===== config.mk =====
export PLATFORM = sky130hd
export DESIGN_NAME = counter_seq_arbiter
export DESIGN_NICKNAME = d
export VERILOG_FILES = /design/src/rtl/counter_seq_arbiter.sv
export SDC_FILE = /design/constraint.sdc
export NUM_CORES = 1
export LEC_CHECK = 0
export ABC_AREA = 1
export BUFFER_PORTS_ARGS = -buffer_cell sky130_fd_sc_hd__buf_2
export CORE_ASPECT_RATIO = 0.6
export CORE_UTILIZATION = 35
export CTS_BUF_LIST = sky130_fd_sc_hd__clkbuf_8 sky130_fd_sc_hd__clkbuf_16
export CTS_CLUSTER_SIZE = 12
export DETAILED_ROUTE_END_ITERATION = 8
export GPL_TIMING_DRIVEN = 0
export PLACE_DENSITY = 0.72
export SYNTH_ARGS = -nofsm -noshare
export SYNTH_HDL_FRONTEND = slang
export SYNTH_SLANG_ARGS = --single-unit

===== constraint.sdc =====
create_clock -name clk -period 2.9 [get_ports clk]
set_input_delay 0.29 -clock clk [delete_from_list [all_inputs] [get_ports clk]]
set_output_delay 0.29 -clock clk [all_outputs]
set_load 0.02 [all_outputs]

===== src/rtl/counter_seq_arbiter.sv =====
// Round-robin controller sharing one loadable free-running up counter between two requesters.
// Optional RUN watchdog with err abort pulse is enabled by defining CSA_TIMEOUT_EN.
module counter_seq_arbiter #(
    parameter int unsigned W = 4
) (
    input  logic         clk,
    input  logic         reset,
    input  logic [1:0]   req,
    input  logic [W-1:0] start0,
    input  logic [W-1:0] start1,
    input  logic [W-1:0] stop0,
    input  logic [W-1:0] stop1,
    output logic [1:0]   grant,
    output logic         busy,
    output logic         done,
    output logic         done_id,
    output logic         err,
    output logic         ctr_load,
    output logic [W-1:0] ctr_data,
    input  logic [W-1:0] ctr_count
);

    typedef enum logic [1:0] {StIdle, StLoad, StRun, StDone} state_e;

    state_e       state_q, state_d;
    logic [W-1:0] st_q, st_d;
    logic [W-1:0] sp_q, sp_d;
    logic         id_q, id_d;
    logic         lp_q, lp_d;
    logic         win;
    logic         match;
    logic         timeout;

    assign match = (ctr_count == sp_q);

`ifdef CSA_TIMEOUT_EN
    localparam logic [W:0] WdLimit = {1'b1, {W{1'b0}}};

    logic [W:0] wd_q, wd_d;
    logic       err_q, err_d;

    // Watchdog counts RUN cycles; hitting 2^W means 2^W+1 cycles without a match.
    assign timeout = (wd_q == WdLimit);

    always_comb begin
        wd_d = wd_q;
        if (state_q == StLoad) begin
            wd_d = '0;
        end else if (state_q == StRun) begin
            wd_d = wd_q + 1'b1;
        end
        err_d = (state_q == StRun) && !match && timeout;
    end

    always_ff @(posedge clk or negedge reset) begin
        if (!reset) begin
            wd_q  <= '0;
            err_q <= 1'b0;
        end else begin
            wd_q  <= wd_d;
            err_q <= err_d;
        end
    end
`else
    assign timeout = 1'b0;
`endif

    always_comb begin
        unique case (req)
            2'b01:   win = 1'b0;
            2'b10:   win = 1'b1;
            default: win = ~lp_q;
        endcase
    end

    always_ff @(posedge clk or negedge reset) begin
        if (!reset) begin
            state_q <= StIdle;
            st_q    <= '0;
            sp_q    <= '0;
            id_q    <= 1'b0;
            lp_q    <= 1'b1;
        end else begin
            state_q <= state_d;
            st_q    <= st_d;
            sp_q    <= sp_d;
            id_q    <= id_d;
            lp_q    <= lp_d;
        end
    end

    always_comb begin
        state_d = state_q;
        st_d    = st_q;
        sp_d    = sp_q;
        id_d    = id_q;
        lp_d    = lp_q;
        unique case (state_q)
            StIdle: begin
                if (req != 2'b00) begin
                    id_d    = win;
                    st_d    = win ? start1 : start0;
                    sp_d    = win ? stop1 : stop0;
                    state_d = StLoad;
                end
            end
            StLoad: state_d = StRun;
            StRun: begin
                if (match) begin
                    lp_d    = id_q;
                    state_d = StDone;
                end else if (timeout) begin
                    lp_d    = id_q;
                    state_d = StIdle;
                end
            end
            StDone: state_d = StIdle;
            default: state_d = StIdle;
        endcase
    end

    always_comb begin
        grant    = 2'b00;
        busy     = 1'b0;
        done     = 1'b0;
        done_id  = 1'b0;
        ctr_load = 1'b0;
        ctr_data = '0;
        unique case (state_q)
            StLoad: begin
                grant[id_q] = 1'b1;
                busy        = 1'b1;
                ctr_load    = 1'b1;
                ctr_data    = st_q;
            end
            StRun: busy = 1'b1;
            StDone: begin
                busy    = 1'b1;
                done    = 1'b1;
                done_id = id_q;
            end
            default: ;
        endcase
`ifdef CSA_TIMEOUT_EN
        err = err_q;
        if (err_q) begin
            done_id = id_q;
        end
`else
        err = 1'b0;
`endif
    end

endmodule


==> implementation parameters, run 1 <==
Parameter                              Value

Worst setup path
  Critical Path Start Type    flop
  Maximum fanout encountered on the critical timing path    7
  Kind of critical path    reg2out
  Arrival time at the worst endpoint    1.36 ns
  Crit path capture type    output pin
  Setup slack of the most critical reg-to-reg path    1.42 ns
  Endpoint required time on the critical path    2.61 ns

Global routing
  Combined global-route utilization of all metal layers    18.0%
  Largest net degree at the start of global routing    13
  Wire length of the first global-routing pass    3440 µm
  Via count of the first global-routing pass    782
  Remaining global-route overflow    0
  Initial antenna violation count    0

Yosys
  Number of instances in the synthesized netlist    113
  Synth unique cells    21
  Combined area of all synthesized cells    860 µm²
  Mean cell area of the mapped netlist    7.61 µm²
  Yosys warning count    0
  Synthesized netlist net count    144
  Sequential fraction of the synthesis area    35.1%
  Flip-flop and latch count after synthesis    12

Cells and area
  Final Cell Area    1120 µm²
  Commonest non-fill, non-tap cell in the layout    buf_2
  Layout overhead on the synthesized area    30.0%
  Antenna Cells    0
  Final nets    183
  Area taken by flip-flops and latches    302 µm²
  Fillcell total    221
  Final core utilization    49.8%
  Layout cell share with drive strength beyond 1    29.8%
  Most frequent cells in the layout    buf_2 (34), nand2_1 (27), inv_1 (22)
  Multi-input gate area    448 µm²

Timing
  Total of endpoints with negative setup slack in the final report    0
  Highest Clock Rate    0.606 GHz
  Count of endpoints failing hold in the final timing report    0
  Worst-case clock skew    0.00152 ns
  Number of max-slew violations in the final report    0
  Setup repair after global routing missed its margin    false
  Final period util    56.9%
  Sum of negative setup slack    0 ns
  Minimum clock period    1.65 ns
  Worst path setup slack after routing    1.25 ns

Route
  Number of detailed-route iterations in the first pass    4
  Number of vias per cell after detailed routing    4.61
  Drt first-iter violations    19
  Total length of routed wires    1950 µm
  Wire length per cell after detailed routing    10.8 µm
  Post-DRT Antenna Nets    0
  Routed via count    835
  DRC errors left    0

Floorplanning
  Std-Cell Core Area    2240 µm²
  Die Span X    66.0 µm
  Number of I/O pins    35
  Die outline area    2660 µm²
  Row count    13
  Initial core utilization    38.3%
  Height of the die    40.4 µm

Pwr
  Reported leakage power    0.000648 µW
  Switch share    45.5%
  Clock power frac    15.0%
  Power spent charging and discharging nets    470 µW
  Internal    564 µW
  Combinational cell fraction of total power    53.9%
  Maximum VDD drop    321 µV
  Total chip power    1030 µW
  P per Cell Area    925 nW/µm²
  Sequential share of power    31.1%

Clocking
  Clock latency at the later pin of the worst-skew pair    0.24 ns
  Num CTS Buffers    3
  Buffer levels on the longest clock path    2
  Register clock-pin slew on the reported worst setup and hold paths    0.05 ns
  CTS tree    built
  H-Tree Depth    1
  CTS root buffer    clkbuf_8
  Sink Count    12

Placed design
  HPWL Detailed    1590 µm
  Setup slack at placement    1.38 ns
  Cell area after placement    1060 µm²
  Count of input and output buffers    33
  Placer's final routability congestion estimate    0.741

Flow run
  Max-cap violations    0

Run status
  Result of the run    complete, no violations

Worst hold path
  Type of the most critical hold path    in2reg
-- Yosys cell counts --
library cell	n	area (µm²)
buf_6	1	11.3
a21oi_1	1	5.00
a21oi_4	1	16.3
buf_4	2	15.0
nand2_1	27	101
nor2_1	4	15.0
nor2_8	1	20.0
nand4_1	1	6.26
or2_2	1	6.26
a211oi_1	8	60.1
o22ai_1	4	25.0
inv_1	21	78.8
dfstp_2	1	26.3
o21ai_1	5	25.0
nor2_2	1	6.26
o21ai_0	12	60.1
ha_1	7	87.6
conb_1	1	3.75
buf_2	1	5.00
dfrtp_1	11	275
nand3_1	2	10.0
-- metal layers --
layer / wire length (µm) / share of wire [%] / vias to the layer above / GRT usage [%]
li1: - / - / 444 / -
met1: 975 / 50 / 359 / 23.0
met2: 834 / 43 / 28 / 29.8
met3: 129 / 6.6 / 4 / 5.97
met4: 15 / 0.77 / 0 / 4.79
met5: 0 / 0 / - / 0
-- registers in the layout, summed over array words and instances (netlist names) --
signal,count
state_q,2
lp_q,1
sp_q,4
id_q,1
st_q,4
-- cell families (layout without fill, tap and decap cells) --
group                    Yosys count  after routing  share of synthesized area (%)
adder cells (fa/ha/maj)            7              7                           10.2
other                              1              1                          0.436
buffers and inverters             25             63                           12.8
AO/OA/AOI/OAI                     31             31                           22.3
AND/OR/NAND/NOR                   37             37                           19.2
flip-flops                        12             12                           35.1
-- final cells by class --
class	instances	area share, %
inverter	21	7.05
timing repair buffer	34	15.7
clock buffer	3	3.70
sequential	12	27.0
clock inverter	1	0.336
buffer	4	2.80
multi-input combinational	76	40.1
tap	30	3.36
-- power groups by stage --
stage          Sequential (µW)  Combinational (µW)  Clock [µW]
3_3_place_gp               320                 533           0
6_report                   321                 557         156
3_5_place_dp               323                 560           0
5_1_grt                    334                 644         171
4_1_cts                    321                 563         160
2_1_floorplan              309                 417           0
-- critical path, cell delays in order, from the launching register on --
cell	delay (ns)
dfrtp_1	0.41
inv_1	0.12
ha_1	0.29
nand2_1	0.09
inv_1	0.06
buf_2	0.15
-- path summary, 6_finish.rpt --
path / cells after the start / end / from
worst max register to register: 7 / sp_q[1] / state_q[0]
worst min-delay path: 3 / sp_q[3] / stop0[3]
min in group asynchronous: 2 / sp_q[1] / reset
worst min register to register: 2 / lp_q / lp_q
max in group asynchronous: 2 / lp_q / reset
worst max-delay path: 5 / ctr_data[1] / state_q[1]
-- stage by stage --
stage          cells  hold WS (ns)
6_report         181         0.322
5_1_grt          181         0.327
3_5_place_dp     176         0.190
2_1_floorplan    113      -0.00559
4_1_cts          181         0.316
3_3_place_gp     176         0.181
-- timing repair --
item                                    CTS  global route
endpoints found under the setup margin    0             0
hold endpoints to repair                 11             0
resized for setup                         0             0
buffers inserted                          0             0
hold buffers                              1             0
Note: power is estimated with default switching activity, not from simulation.
==> run 2: changes to the inputs <==
--- a/config.mk
+++ b/config.mk
@@ -13,7 +13,7 @@
 export CTS_CLUSTER_SIZE = 12
 export DETAILED_ROUTE_END_ITERATION = 8
 export GPL_TIMING_DRIVEN = 0
-export PLACE_DENSITY = 0.72
+export PLACE_DENSITY = 0.74
 export SYNTH_ARGS = -nofsm -noshare
 export SYNTH_HDL_FRONTEND = slang
 export SYNTH_SLANG_ARGS = --single-unit
==> constraint.sdc (replaced) <==
create_clock -name clk -period 1.5 [get_ports clk]
set_input_delay 0.15 -clock clk [delete_from_list [all_inputs] [get_ports clk]]
set_output_delay 0.15 -clock clk [all_outputs]
set_load 0.02 [all_outputs]
==> implementation parameters, run 2 (synthesis gave the netlist of run 1 again) <==
Parameter                              Value

Cells and area
  Fillcell total    228 (was 221)
  Non-filler cells in the finished layout    181 (unchanged)
  Most frequent cells in the layout    buf_2 (34), nand2_1 (27), inv_1 (18) (was buf_2 (34), nand2_1 (27), inv_1 (22))
  Final Cell Area    1150 µm² (was 1120 µm²)
  Final nets    183 (unchanged)
  Layout overhead on the synthesized area    34.2% (was 30.0%)
  Layout cell share with drive strength beyond 1    35.1% (was 29.8%)
  Largest registers in the final layout    sp_q (4), st_q (4), state_q (2) (unchanged)
  Commonest non-fill, non-tap cell in the layout    buf_2 (unchanged)
  Antenna Cells    0 (unchanged)

Worst setup path
  Maximum fanout encountered on the critical timing path    6 (was 7)
  Kind of critical path    reg2out (unchanged)
  Arrival time at the worst endpoint    1.22 ns (was 1.36 ns)
  Crit path capture type    output pin (unchanged)
  Endpoint required time on the critical path    1.35 ns (was 2.61 ns)
  Critical Path Start Type    flop (unchanged)
  Worst reg2reg path depth    7 (unchanged)

Clocking
  CTS tree    built (unchanged)
  CTS root buffer    clkbuf_8 (unchanged)
  Register clock-pin slew on the reported worst setup and hold paths    0.05 ns (about the same)
  Num CTS Buffers    3 (unchanged)
  H-Tree Depth    1 (unchanged)
  Buffer levels on the longest clock path    2 (unchanged)
  Sink Count    12 (unchanged)
  Number of buffers inserted to repair setup after CTS    0 (unchanged)
  Clock latency at the later pin of the worst-skew pair    0.24 ns (about the same)

Global routing
  Wire length of the first global-routing pass    3110 µm (was 3440 µm)
  Via count of the first global-routing pass    733 (was 782)
  Remaining global-route overflow    0 (unchanged)
  Largest net degree at the start of global routing    13 (unchanged)
  Initial antenna violation count    0 (unchanged)
  Combined global-route utilization of all metal layers    16.6% (was 18.0%)

Pwr
  Switch share    44.2% (was 45.5%)
  Sequential share of power    30.5% (was 31.1%)
  Power spent charging and discharging nets    934 µW (was 470 µW)
  P per Cell Area    1830 nW/µm² (was 925 nW/µm²)
  Internal    1180 µW (was 564 µW)
  Maximum VDD drop    669 µV (was 321 µV)
  Reported leakage power    0.000645 µW (was 0.000648 µW)
  Combinational cell fraction of total power    53.0% (was 53.9%)
  Clock power frac    16.6% (was 15.0%)

Floorplanning
  Row count    13 (unchanged)
  Initial core utilization    38.3% (unchanged)
  Height of the die    40.4 µm (unchanged)
  Std-Cell Core Area    2240 µm² (unchanged)
  Number of I/O pins    35 (unchanged)
  Die outline area    2660 µm² (unchanged)
  Die Span X    66.0 µm (unchanged)

Route
  Number of vias per cell after detailed routing    4.63 (was 4.61)
  Drt first-iter violations    11 (was 19)
  Routed via count    838 (was 835)
  Wire length per cell after detailed routing    10.5 µm (was 10.8 µm)
  Number of detailed-route iterations in the first pass    4 (unchanged)
  DRC errors left    0 (unchanged)
  Post-DRT Antenna Nets    0 (unchanged)
  Total length of routed wires    1900 µm (was 1950 µm)

Run status
  Result of the run    complete, no violations (unchanged)

Worst hold path
  Type of the most critical hold path    in2reg (unchanged)
  Hold path cells    3 (unchanged)

Flow run
  Max-cap violations    0 (unchanged)

Timing
  Minimum clock period    1.37 ns
  Highest Clock Rate    0.729 GHz
  Worst path setup slack after routing    0.129 ns (was 1.25 ns)
  Sum of negative setup slack    0 ns (unchanged)
  Setup repair after global routing missed its margin    false (unchanged)
  Worst-case clock skew    0.000571 ns (was 0.00152 ns)
  Number of max-slew violations in the final report    0 (unchanged)
  Total of endpoints with negative setup slack in the final report    0 (unchanged)
  Final period util    91.4%
  Count of endpoints failing hold in the final timing report    0 (unchanged)

Placed design
  Placer's final routability congestion estimate    0.778 (was 0.741)
  Cell area after placement    1060 µm² (unchanged)
  Setup slack at placement    0.0577 ns (was 1.38 ns)
  HPWL Detailed    1530 µm (was 1590 µm)
  Placed insts    176 (unchanged)
  Count of input and output buffers    33 (unchanged)
-- run 2: path summary, 6_finish.rpt --
kind | startpoint | endpoint | slack [ns]
max | state_q[0] | busy | 0.13
min | start0[0] | st_q[0] | 0.18
max reg2reg | state_q[0] | sp_q[2] | 0.14
min reg2reg | st_q[0] | st_q[0] | 0.51
max in group asynchronous | reset | lp_q | 0.92
min in group asynchronous | reset | state_q[0] | 0.31
-- run 2: metrics by stage --
stage | power, µW | utilization (%) | hold slack (ns)
final | 2120 | 51.4 | 0.180
after global routing | 2320 | 51.4 | 0.194
after CTS | 2060 | 50.3 | 0.178
after detailed placement | 1690 | 47.3 | 0.0366
after global placement | 1650 | 47.3 | 0.0381
after floorplan | 1400 | - | -0.146
-- run 2: cell type report --
| cell class | instances | area (µm²) | area share [%] |
|---|---|---|---|
| clock buffer | 4 | 55.1 | 4.77 |
| buffer | 4 | 35.0 | 3.04 |
| multi-input combinational | 76 | 468 | 40.6 |
| inverter | 21 | 78.8 | 6.83 |
| tap | 30 | 37.5 | 3.25 |
| timing repair buffer | 34 | 175 | 15.2 |
| sequential | 12 | 304 | 26.4 |
-- run 2: critical path, stage by stage, from the launching register on --
cell and delay [ns]:
dfrtp_2 0.42, inv_2 0.07, ha_2 0.20, inv_2 0.11, buf_2 0.18
-- run 2: power by group through the flow --
stage / combinational (µW) / clock, µW / sequential (µW)
after floorplan: 807 / 0 / 597
after global routing: 1290 / 364 / 672
after global placement: 1030 / 0 / 622
after detailed placement: 1060 / 0 / 633
after CTS: 1070 / 354 / 629
final: 1120 / 351 / 644
-- run 2: per-layer routing --
| layer | up-vias | global-route usage (%) | routed length, µm |
|---|---|---|---|
| li1 | 440 | - | - |
| met1 | 371 | 20.4 | 958 |
| met4 | 0 | 4.79 | 7 |
| met3 | 2 | 5.40 | 108 |
| met5 | - | 0 | 0 |
| met2 | 25 | 28.6 | 822 |
-- run 2: repair_timing --
action	4_1_cts	5_1_grt
resized for setup	1	9
setup endpoints to repair	1	12
hold buffers	1	0
endpoints found under the hold margin	11	0
==> run 3: changes to the inputs <==
--- a/config.mk
+++ b/config.mk
@@ -14,6 +14,7 @@
 export DETAILED_ROUTE_END_ITERATION = 8
 export GPL_TIMING_DRIVEN = 0
 export PLACE_DENSITY = 0.74
+export RECOVER_POWER = 50
 export SYNTH_ARGS = -nofsm -noshare
 export SYNTH_HDL_FRONTEND = slang
 export SYNTH_SLANG_ARGS = --single-unit
==> implementation parameters, run 3 (synthesis gave the netlist of run 1 again) <==
Parameter                              Value

Timing
  Sum of negative setup slack    0 ns (unchanged)
  Setup repair after global routing missed its margin    false (unchanged)
  Final period util    91.4% (about the same)
  Slew @ Worst Pin    0.633 ns
  Number of max-slew violations in the final report    0 (unchanged)
  Max_slew headroom    57.8%
  Minimum clock period    1.37 ns (about the same)
  Worst-case clock skew    0.000571 ns (unchanged)
  Total of endpoints with negative setup slack in the final report    0 (unchanged)
  Highest Clock Rate    0.729 GHz (about the same)
  Count of endpoints failing hold in the final timing report    0 (unchanged)
  Worst path setup slack after routing    0.129 ns (about the same)

Floorplanning
  Std-Cell Core Area    2240 µm² (unchanged)
  Initial core utilization    38.3% (unchanged)
  Row count    13 (unchanged)
  Number of I/O pins    35 (unchanged)
  Die outline area    2660 µm² (unchanged)
  Die Span X    66.0 µm (unchanged)
  Height of the die    40.4 µm (unchanged)

Global routing
  Via count of the first global-routing pass    733 (unchanged)
  Wire length of the first global-routing pass    3110 µm (unchanged)
  Remaining global-route overflow    0 (unchanged)
  Largest net degree at the start of global routing    13 (unchanged)
  Combined global-route utilization of all metal layers    16.6% (unchanged)
  Initial antenna violation count    0 (unchanged)

Route
  DRC errors left    0 (unchanged)
  Top layer used by detailed routing    met4 (unchanged)
  Wire length on met2    822 µm (unchanged)
  Drt first-iter violations    11 (unchanged)
  Met3 Wirelength    108 µm (unchanged)
  Total length of routed wires    1900 µm (unchanged)
  Number of vias per cell after detailed routing    4.62 (was 4.63)
  Met1 routed wirelength after detailed routing    959 µm (was 958 µm)
  Post-DRT Antenna Nets    0 (unchanged)
  Number of detailed-route iterations in the first pass    4 (unchanged)
  Routed via count    837 (was 838)
  Wire length per cell after detailed routing    10.5 µm (unchanged)

Worst hold path
  Type of the most critical hold path    in2reg (unchanged)

Cells and area
  Largest registers in the final layout    sp_q (4), st_q (4), state_q (2) (unchanged)
  Final nets    183 (unchanged)
  Multi-input gate area    468 µm² (unchanged)
  Most frequent cells in the layout    buf_2 (33), nand2_1 (27), inv_1 (18) (was buf_2 (34), nand2_1 (27), inv_1 (18))
  Fillcell total    229 (was 228)
  Commonest non-fill, non-tap cell in the layout    buf_2 (unchanged)
  Area taken by flip-flops and latches    304 µm² (unchanged)
  Layout overhead on the synthesized area    34.1% (was 34.2%)
  Layout cell share with drive strength beyond 1    34.4% (was 35.1%)
  Antenna Cells    0 (unchanged)

Placed design
  Placer's final routability congestion estimate    0.778 (unchanged)
  HPWL Detailed    1530 µm (unchanged)
  Setup slack at placement    0.0577 ns (unchanged)
  Count of input and output buffers    33 (unchanged)

Pwr
  P per Cell Area    1840 nW/µm² (was 1830 nW/µm²)
  Reported leakage power    0.000642 µW (was 0.000645 µW)
  Total chip power    2120 µW (about the same)
  Maximum VDD drop    669 µV (about the same)

Clocking
  Number of buffers inserted to repair setup after CTS    0 (unchanged)
  Register clock-pin slew on the reported worst setup and hold paths    0.05 ns (about the same)
  CTS root buffer    clkbuf_8 (unchanged)
  Sink Count    12 (unchanged)
  Clock latency at the later pin of the worst-skew pair    0.24 ns (about the same)
  Num CTS Buffers    3 (unchanged)
  Buffer levels on the longest clock path    2 (unchanged)
  H-Tree Depth    1 (unchanged)
  CTS tree    built (unchanged)

Flow run
  Max-cap violations    0 (unchanged)

Worst setup path
  Maximum fanout encountered on the critical timing path    6 (unchanged)
  Endpoint required time on the critical path    1.35 ns (about the same)
  Arrival time at the worst endpoint    1.22 ns (about the same)
  Kind of critical path    reg2out (unchanged)
  Crit path capture type    output pin (unchanged)
  Critical Path Start Type    flop (unchanged)

Run status
  Result of the run    complete, no violations (unchanged)
==> run 3: cell count changes in the layout (fill, tap and decap cells not counted), sizes merged <==
| cell | before | now |
|---|---|---|
| buf | 37 | 36 |
| clkbuf | 4 | 5 |
==> run 3: repair_timing <==
item	in CTS	in global routing
hold buffers	1	0
endpoints found under the setup margin	1	12
resized for setup	1	9
hold endpoints to repair	11	0
==> run 3: cell type report <==
class | count | share of cell area [%]
multi-input combinational | 76 | 40.6
sequential | 12 | 26.4
timing repair buffer | 34 | 15.1
inverter | 21 | 6.84
clock buffer | 4 | 4.78
tap | 30 | 3.26
buffer | 4 | 3.04
==> run 3: path summary, 6_finish.rpt <==
path,cells past startpoint,start,end,slack [ns]
setup / recovery,4,state_q[0],busy,0.13
hold / removal,3,start0[0],st_q[0],0.18
setup reg to reg,7,state_q[0],sp_q[2],0.14
hold reg to reg,2,st_q[0],st_q[0],0.51
max in group asynchronous,2,reset,state_q[1],0.62
min in group asynchronous,2,reset,id_q,0.44
==> run 3: worst max-delay path: stages, from the launching register on <==
cell     delay, ns
dfrtp_2       0.42
inv_2         0.07
ha_2          0.20
inv_2         0.11
buf_2         0.18
==> run 3: layer usage <==
layer | global-route usage, % | vias to the layer above
met5 | 0 | -
met4 | 4.79 | 0
met3 | 5.40 | 2
met2 | 28.6 | 25
met1 | 20.4 | 370
li1 | - | 440
==> run 3: per-stage QoR <==
stage	hold WS, ns	cells	util, %	instance area, µm²
floorplan	-0.146	113	-	860
global placement	0.0381	176	47.3	1060
detailed placement	0.0366	176	47.3	1060
CTS	0.178	181	50.3	1130
global route	0.194	181	51.3	1150
finish	0.180	181	51.3	1150
==> run 3: where the power goes <==
group / switching [µW] / total [µW] / internal (µW)
sequential: 137 / 644 / 507
clock: 119 / 351 / 232
combinational: 678 / 1120 / 442
